**src/rtl/walking_circle_ctrl.sv**
```systemverilog
// walking_circle_ctrl: sequencer that produces the one-cycle step strobe for the
// walking-circle animation datapath. It supports run, pause and single-step
// control, programmable speed levels and lap counting.
// Optional feature macro: WC_LAP_LIMIT_EN adds a DONE state that halts the run
// once LAP_LIMIT laps have completed. The LAP_LIMIT parameter exists only in
// that build.
module walking_circle_ctrl #(
  parameter int NUM_OF_DISPLAYS = 6,
  parameter int BASE_DIV        = 12_500_000,
  parameter int NUM_SPEEDS      = 4,
  parameter int DIV_WIDTH       = $clog2(BASE_DIV),
  parameter int LAP_WIDTH       = 8
`ifdef WC_LAP_LIMIT_EN
  ,
  parameter int LAP_LIMIT       = 10
`endif
) (
  input  logic                          clk_i,
  input  logic                          rst_i,
  input  logic                          start_i,
  input  logic                          stop_i,
  input  logic                          step_i,
  input  logic                          speed_up_i,
  input  logic                          speed_dn_i,
  output logic                          overflow_o,
  output logic                          running_o,
  output logic [$clog2(NUM_SPEEDS)-1:0] speed_o,
  output logic [LAP_WIDTH-1:0]          lap_cnt_o,
  output logic                          done_o
);

  localparam int SPEED_WIDTH = $clog2(NUM_SPEEDS);
  localparam int POS_WIDTH   = $clog2(2 * NUM_OF_DISPLAYS);
  localparam logic [SPEED_WIDTH-1:0] SPEED_MAX = SPEED_WIDTH'(NUM_SPEEDS - 1);
  localparam logic [POS_WIDTH-1:0]   POS_LAST  = POS_WIDTH'(2 * NUM_OF_DISPLAYS - 1);

`ifdef WC_LAP_LIMIT_EN
  typedef enum logic [1:0] {ST_IDLE = 2'd0, ST_RUN = 2'd1, ST_PAUSE = 2'd2, ST_DONE = 2'd3} state_t;
`else
  typedef enum logic [1:0] {ST_IDLE = 2'd0, ST_RUN = 2'd1, ST_PAUSE = 2'd2} state_t;
`endif

  // Last divider value of a step period at the given speed (period = BASE_DIV >> speed).
  function automatic logic [DIV_WIDTH-1:0] period_last(input logic [SPEED_WIDTH-1:0] spd);
    int period;
    period = BASE_DIV >> spd;
    return DIV_WIDTH'(period - 32'sd1);
  endfunction

  state_t                 state_r;
  state_t                 state_base_s;
  state_t                 state_nxt_s;
  logic [DIV_WIDTH-1:0]   div_cnt_r;
  logic [DIV_WIDTH-1:0]   div_last_s;
  logic [SPEED_WIDTH-1:0] speed_r;
  logic [SPEED_WIDTH-1:0] speed_nxt_s;
  logic                   speed_chg_s;
  logic [POS_WIDTH-1:0]   pos_r;
  logic [LAP_WIDTH-1:0]   lap_cnt_r;
  logic [LAP_WIDTH-1:0]   lap_nxt_s;
  logic                   pos_wrap_s;
  logic                   tick_s;
  logic                   strobe_s;
  logic                   restart_s;

  assign speed_o   = speed_r;
  assign lap_cnt_o = lap_cnt_r;

  // Next-state, speed, strobe and lap decisions for the coming clock edge.
  always_comb begin
    div_last_s   = period_last(speed_r);
    speed_nxt_s  = speed_r;
    speed_chg_s  = 1'b0;
    restart_s    = 1'b0;
    state_base_s = state_r;
    state_nxt_s  = state_r;
    lap_nxt_s    = lap_cnt_r;

    // Opposing speed requests in one cycle cancel; limits saturate.
    if (speed_up_i && !speed_dn_i && (speed_r != SPEED_MAX)) begin
      speed_nxt_s = speed_r + SPEED_WIDTH'(1);
      speed_chg_s = 1'b1;
    end else if (speed_dn_i && !speed_up_i && (speed_r != SPEED_WIDTH'(0))) begin
      speed_nxt_s = speed_r - SPEED_WIDTH'(1);
      speed_chg_s = 1'b1;
    end else begin
      speed_nxt_s = speed_r;
      speed_chg_s = 1'b0;
    end

    tick_s   = (state_r == ST_RUN) && (div_cnt_r == div_last_s);
    strobe_s = tick_s || (step_i && ((state_r == ST_IDLE) || (state_r == ST_PAUSE)));

    // Position advances on each strobe already presented to the datapath.
    pos_wrap_s = overflow_o && (pos_r == POS_LAST);
    if (pos_wrap_s) begin
      lap_nxt_s = lap_cnt_r + LAP_WIDTH'(1);
    end else begin
      lap_nxt_s = lap_cnt_r;
    end

    // stop_i takes priority over start_i wherever both are meaningful.
    case (state_r)
      ST_IDLE: begin
        if (stop_i) begin
          state_base_s = ST_IDLE;
        end else if (start_i) begin
          state_base_s = ST_RUN;
        end else begin
          state_base_s = ST_IDLE;
        end
      end
      ST_RUN: begin
        if (stop_i) begin
          state_base_s = ST_PAUSE;
        end else begin
          state_base_s = ST_RUN;
        end
      end
      ST_PAUSE: begin
        if (stop_i) begin
          state_base_s = ST_PAUSE;
        end else if (start_i) begin
          state_base_s = ST_RUN;
        end else begin
          state_base_s = ST_PAUSE;
        end
      end
`ifdef WC_LAP_LIMIT_EN
      ST_DONE: begin
        if (start_i) begin
          state_base_s = ST_RUN;
          restart_s    = 1'b1;
        end else begin
          state_base_s = ST_DONE;
        end
      end
`endif
      default: begin
        state_base_s = ST_IDLE;
      end
    endcase

`ifdef WC_LAP_LIMIT_EN
    // Reaching the lap limit overrides any other transition.
    if (pos_wrap_s && (lap_nxt_s == LAP_WIDTH'(LAP_LIMIT))) begin
      state_nxt_s = ST_DONE;
    end else begin
      state_nxt_s = state_base_s;
    end
`else
    state_nxt_s = state_base_s;
`endif
  end

  // State, divider, position, lap and registered output updates.
  always_ff @(posedge clk_i) begin
    if (rst_i) begin
      state_r    <= ST_IDLE;
      div_cnt_r  <= '0;
      speed_r    <= '0;
      pos_r      <= '0;
      lap_cnt_r  <= '0;
      overflow_o <= 1'b0;
      running_o  <= 1'b0;
      done_o     <= 1'b0;
    end else begin
      state_r   <= state_nxt_s;
      speed_r   <= speed_nxt_s;
      running_o <= (state_nxt_s == ST_RUN);
`ifdef WC_LAP_LIMIT_EN
      done_o     <= (state_nxt_s == ST_DONE);
      overflow_o <= strobe_s && (state_nxt_s != ST_DONE);
`else
      done_o     <= 1'b0;
      overflow_o <= strobe_s;
`endif

      // Divider: cleared in IDLE, on restart or speed change; counts in RUN;
      // holds in PAUSE so a resume continues the interrupted period.
      if ((state_r == ST_IDLE) || restart_s || speed_chg_s) begin
        div_cnt_r <= '0;
      end else if (state_r == ST_RUN) begin
        if (tick_s) begin
          div_cnt_r <= '0;
        end else begin
          div_cnt_r <= div_cnt_r + DIV_WIDTH'(1);
        end
      end else begin
        div_cnt_r <= div_cnt_r;
      end

      if (restart_s) begin
        pos_r     <= '0;
        lap_cnt_r <= '0;
      end else if (overflow_o) begin
        if (pos_wrap_s) begin
          pos_r <= '0;
        end else begin
          pos_r <= pos_r + POS_WIDTH'(1);
        end
        lap_cnt_r <= lap_nxt_s;
      end else begin
        pos_r     <= pos_r;
        lap_cnt_r <= lap_cnt_r;
      end
    end
  end

endmodule
```
**config.mk**
```make
export PLATFORM = sky130hd
export DESIGN_NAME = walking_circle_ctrl
export DESIGN_NICKNAME = d
export VERILOG_FILES = /design/src/rtl/walking_circle_ctrl.sv
export SDC_FILE = /design/constraint.sdc
export NUM_CORES = 1
export LEC_CHECK = 0
export BUFFER_PORTS_ARGS = -buffer_cell sky130_fd_sc_hd__buf_4
export CAP_MARGIN = 20
export CORE_MARGIN = 10
export CORE_UTILIZATION = 30
export CTS_CLUSTER_SIZE = 16
export DETAILED_ROUTE_END_ITERATION = 8
export HOLD_SLACK_MARGIN = 0.08
export PLACE_DENSITY_LB_ADDON = 0.15
export SLEW_MARGIN = 30
export SYNTH_ARGS = -nofsm -noshare
export SYNTH_HDL_FRONTEND = slang
export SYNTH_SLANG_ARGS = --single-unit
```
**constraint.sdc**
```tcl
create_clock -name clk_i -period 4.8 [get_ports clk_i]
set_clock_uncertainty 0.1 [all_clocks]
set_input_delay 0.24 -clock clk_i [delete_from_list [all_inputs] [get_ports clk_i]]
set_output_delay 0.24 -clock clk_i [all_outputs]
set_load 0.01 [all_outputs]
```
# Yosys cells after proc, flatten, opt, wreduce, memory -nomap -nowiden
# Cells that the tools add are included.
[totals]
elab_cells = 49
register_bits = 42
output_inout_bits = 13
input_bits = 7
[op_classes]
addsub = 6
n_shift = 1
n_mux = 12
n_eq_ne = 6
n_reduce_logical = 17
[ops]
columns = ["operator", "count"]
rows = [
  ["24-bit by 1-bit adder with 24-bit output (second input constant)", 1],
  ["24-bit equality test", 1],
  ["24-bit two-way mux", 1],
  ["24-bit by 2-bit right shift with 24-bit output (first input constant)", 1],
  ["24-bit by 2-bit subtractor with 24-bit output (second input constant)", 1],
  ["2-bit two-way mux", 5],
  ["8-bit by 1-bit adder with 8-bit output (second input constant)", 1],
  ["1-bit logical AND", 7],
  ["2-bit one-hot mux with 3 select lines", 1],
  ["4-bit by 1-bit adder with 4-bit output (second input constant)", 1],
  ["2-bit by 1-bit equality test with 1-bit output (second input constant)", 2],
  ["4-bit equality test (second input constant)", 1],
  ["1-bit two-way mux", 4],
  ["4-bit two-way mux", 1],
  ["2-bit nonzero test", 2],
  ["1-bit logical OR", 3],
  ["2-bit by 1-bit adder with 2-bit output (second input constant)", 1],
  ["2-bit equality test (second input constant)", 1],
  ["1-bit logical NOT", 2],
  ["2-bit logical NOT", 1],
  ["2-bit inequality test (second input constant)", 1],
  ["2-bit AND reduction", 1],
  ["2-bit OR reduction", 1],
  ["2-bit by 1-bit subtractor with 2-bit output (second input constant)", 1],
]

# Longest topological paths before layout
[logic_depth]
word_depth = 7
mapped_depth = 7
ltp_nobuf = 6

# Least setup slack after synthesis
# OpenSTA, ideal clock, no wires.
[synth_path]
path_kind = "reg2reg"
startpoint = "register speed_r[0] (netlist: speed_o[0])"
endpoint = "register div_cnt_r[10]"
path_slack_ps = 2948
required_time_ps = 4577
path_stages_with_launch = 8
arrival_time_ps = 1629
cell_sequence = "dfxtp_1 > buf_6 > nand2b_4 > a2111oi_4 > o2111ai_2 > nor4_4 > buf_6 > nor3_2"
[synth_via]
elab_chain_len = 6
word_cells_on_any_way = 13
[synth_lines]
columns = ["element", "line_no", "text"]
rows = [
  ["start, declared", "55", "logic [SPEED_WIDTH-1:0] speed_r;"],
  ["start signal, assigned", "169", "speed_r <= speed_nxt_s;"],
  ["parallel branches: the longest is 6 deep, another holds 24-bit by 2-bit subtractor with 24-bit output", "-", ""],
  ["end signal, assigned", "187", "div_cnt_r <= div_cnt_r + DIV_WIDTH'(1);"],
  ["end signal, assigned", "190", "div_cnt_r <= div_cnt_r;"],
  ["end, declared", "53", "logic [DIV_WIDTH-1:0] div_cnt_r;"],
]
# Several ways; the timed one is not identified.
# A chain may end at the register's enable or synchronous reset.

# Worst setup path in the final report
[layout_path]
startpoint = "register speed_r[0] (netlist: speed_o[0])"
endpoint = "register div_cnt_r[22]"
# Same word-level chain as after synthesis.

==> results by group <==
Run status
  – Status: finished, final reports clean

Detailed routing
  – DR vias: approximately 1900
  – DR DRC count: 0
  – Drt first pass iters: 4
  – Wirelength per Cell: approximately 15 µm
  – Vias/cell: 4.93
  – Drt initial violations: ~100
  – Post-route ant nets: 0
  – DRT Wirelength: around 5500 µm

Logic synthesis
  – Asr flop ratio synth: 0%
  – Syn Inst Count: around 260
  – Syn nets: around 270
  – Yosys reg bits: 42
  – Ranking of synthesized cells by area: dfxtp_1, xor2_1, nor3_2
  – Library cells used by synthesis: 55
  – Yosys top cell by area: dfxtp_1
  – Sequential area share after synthesis: about a third
  – Cell area after synthesis: approximately 2400 µm²
  – Avg Inst Size Synth: between 9 and 10 µm²
  – YS warnings: 0
  – Synth top area share: between 30% and 40%
  – Top FF cell, synth: dfxtp_1
  – Number of synthesized flops with an enable pin: 0

Placed design
  – Port buffer count: 18
  – Dpl cell area: about 2600 µm²
  – RePlAce Congestion: 0.782
  – Dpl hpwl: about 4000 µm

CTS
  – Setup bufs post-CTS: 0
  – Clk buf depth: 2
  – CTS hold repair buffers: 1
  – Post-cts resize count: 0
  – Root buffer cell: clkbuf_8
  – H-tree depth: 2
  – CTS tree: done
  – Clock sinks: 42
  – Worst-Skew Late Latency: about 0.29 ns
  – Worst-path clk slew: 0.08 ns
  – CTS buffer count: 5

Layout
  – Final core utilization: between 30% and 40%
  – Fraction of layout cells with a size suffix above 1: between 20% and 30%
  – Nets: 285
  – Layout fillers: 841
  – Final Cell Area: about 2700 µm²
  – Inserted Diodes: 0
  – Layout area overhead: 11.8%

Power
  – Seq pwr share: a little over half
  – VDD IR-drop max: between 100 and 150 µV
  – Switching share of power: 22.0%
  – Psw: around 0.15 mW
  – Leakage power: just over 0.9 nW
  – Tot Pwr: 0.686 mW
  – Power per cell area: between 200 and 300 nW/µm²
  – Clock network fraction of total power: ~42%
  – Combinational share of power: just over 5%
  – Int Power: roughly 0.54 mW

Worst setup path
  – Critical Path Sink Type: flip-flop
  – CP Class: reg2reg
  – CP arrival: ~2.4 ns
  – CP startpoint: speed_o[0]
  – CP Data Required Time: a little under 5 ns
  – Startpoint Class: flip-flop
  – FF-to-FF Start: speed_o[0]
  – CP Max Fanout: 21

Timing
  – FMAX: between 400 and 500 MHz
  – Tcrit/Tclk final: between 40 and 50%
  – Total negative slack: 0 ns
  – Final Hold Fails: 0
  – Final min period: about 2.3 ns
  – Setup violators final: 0
  – Worst slew margin: a little under three fifths
  – RSZ-0062 raised after global routing: no
  – Final Max Slew Viols: 0
  – Least-Margin Pin Slew: between 0.6 and 0.7 ns

Die
  – Starting density of the core: a little under a third
  – Die ar.: between 10000 and 15000 µm²
  – Cell Rows: 32
  – Die Y: 110 µm
  – Die Wd: roughly 110 µm
  – Core Area: ~7800 µm²
  – IO Pins: 20

Global route
  – GRT Total Usage: between 9 and 10%
  – Grt total ovfl: 0
  – Global-route wire length before repair: 9540 µm
  – Vias in the first global route: roughly 1800
  – Initial antenna violation count: 0
  – Largest net degree at the start of global routing: 22

Job
  – Max cap viols: 0

Min path
  – HP Class: in2reg
  – Hold Startpoint: start_i
-- synth_stat cells (3+ instances only) --
cell type,number
a21oi_1,5
and3_1,4
buf_2,5
buf_4,4
buf_6,4
dfxtp_1,42
ha_1,3
inv_1,4
nand2_1,23
nand2b_1,7
nand3_1,13
nand3b_1,3
nand4_1,11
nand4b_1,4
nor2_1,22
nor2b_1,4
nor3_1,7
nor3_2,19
o211ai_1,3
o21ai_0,4
o21bai_1,3
xnor2_1,11
xor2_1,22
-- kinds of logic (layout without fill, tap and decap cells) --
| logic type | Yosys count | in the layout | share of synthesized area, % |
|---|---|---|---|
| simple gates | 132 | 132 | 34.5 |
| flops | 42 | 42 | 34.6 |
| xor+xnor | 33 | 33 | 11.9 |
| compound gates | 30 | 30 | 11.3 |
| buf+inv | 20 | 32 | 5.24 |
| fa+ha+maj | 3 | 3 | 1.54 |
| mux | 2 | 2 | 0.823 |
| other cells | 1 | 1 | 0.154 |
-- layout by cell type (no fill, tap or decap), types with 2 or more instances in the layout --
cell type	instances
nor3_1	7
ha_1	3
nand3_1	13
a2111oi_0	2
o21bai_1	3
and3_1	4
nand2b_1	7
o21ai_0	4
nand3b_1	3
xor2_1	22
dfxtp_1	42
nor4_4	2
buf_4	20
a21oi_1	5
nand4_1	11
nor3_2	19
nand2_1	23
nor2_1	22
clkbuf_8	6
xnor2_1	11
inv_1	4
nand4b_1	4
nor2b_1	4
mux2i_1	2
o211ai_1	3
nor3b_1	2
-- metrics by stage --
step / worst slack [ns] / instances / hold slack (ns)
5_1_grt: 2.20 / 377 / 0.167
3_3_place_gp: 2.49 / 369 / 0.339
4_1_cts: 2.43 / 377 / 0.139
3_5_place_dp: 2.43 / 369 / 0.337
6_report: 2.46 / 377 / 0.150
2_1_floorplan: 2.95 / 263 / 0.223
-- routing by layer --
metal	share of wire [%]	GRT usage [%]	up-vias
met3	4.9	3.25	4
li1	-	-	952
met2	43	13.7	27
met1	51	13.8	874
met5	0	0	-
met4	0.87	3.53	0
-- cell type report --
cell class                      instances  area, µm²  area share (%)
Multi-Input combinational cell        201       1470            53.8
Sequential cell                        42        841            30.9
Timing Repair Buffer                   21        160            5.89
Tap cell                              102        128            4.69
Clock buffer                            6       82.6            3.03
Clock inverter                          1       30.0            1.10
Inverter                                4       15.0           0.552
-- flip-flops by register name, indices dropped and copies added (netlist names) --
name        flops
pos_r           4
running_o       1
state_r         2
overflow_o      1
lap_cnt_o       8
speed_o         2
div_cnt_r      24
-- worst max-delay path, cell delays in order, from the launching register on --
cell	delay (ns)
dfxtp_1	0.74
nand2_1	0.24
nor2_1	0.21
a32oi_4	0.15
nor4_4	0.28
buf_4	0.37
nor3_2	0.09
-- power groups by stage --
stage	Clock, mW	Sequential (mW)	Combinational (mW)
detailed placement	0	0.370	0.0351
global route	0.312	0.363	0.0397
floorplan	0	0.365	0.0292
finish	0.290	0.361	0.0348
global placement	0	0.369	0.0352
CTS	0.300	0.361	0.0357
-- path summary, 6_finish.rpt --
path                         to  slack, ns  depth (start not counted)
setup / recovery  div_cnt_r[22]       2.46                          6
hold / removal       state_r[1]       0.15                          4
setup reg to reg  div_cnt_r[22]       2.46                          6
hold reg to reg    lap_cnt_o[1]       0.40                          2
Power figures use the tool's default switching activity.
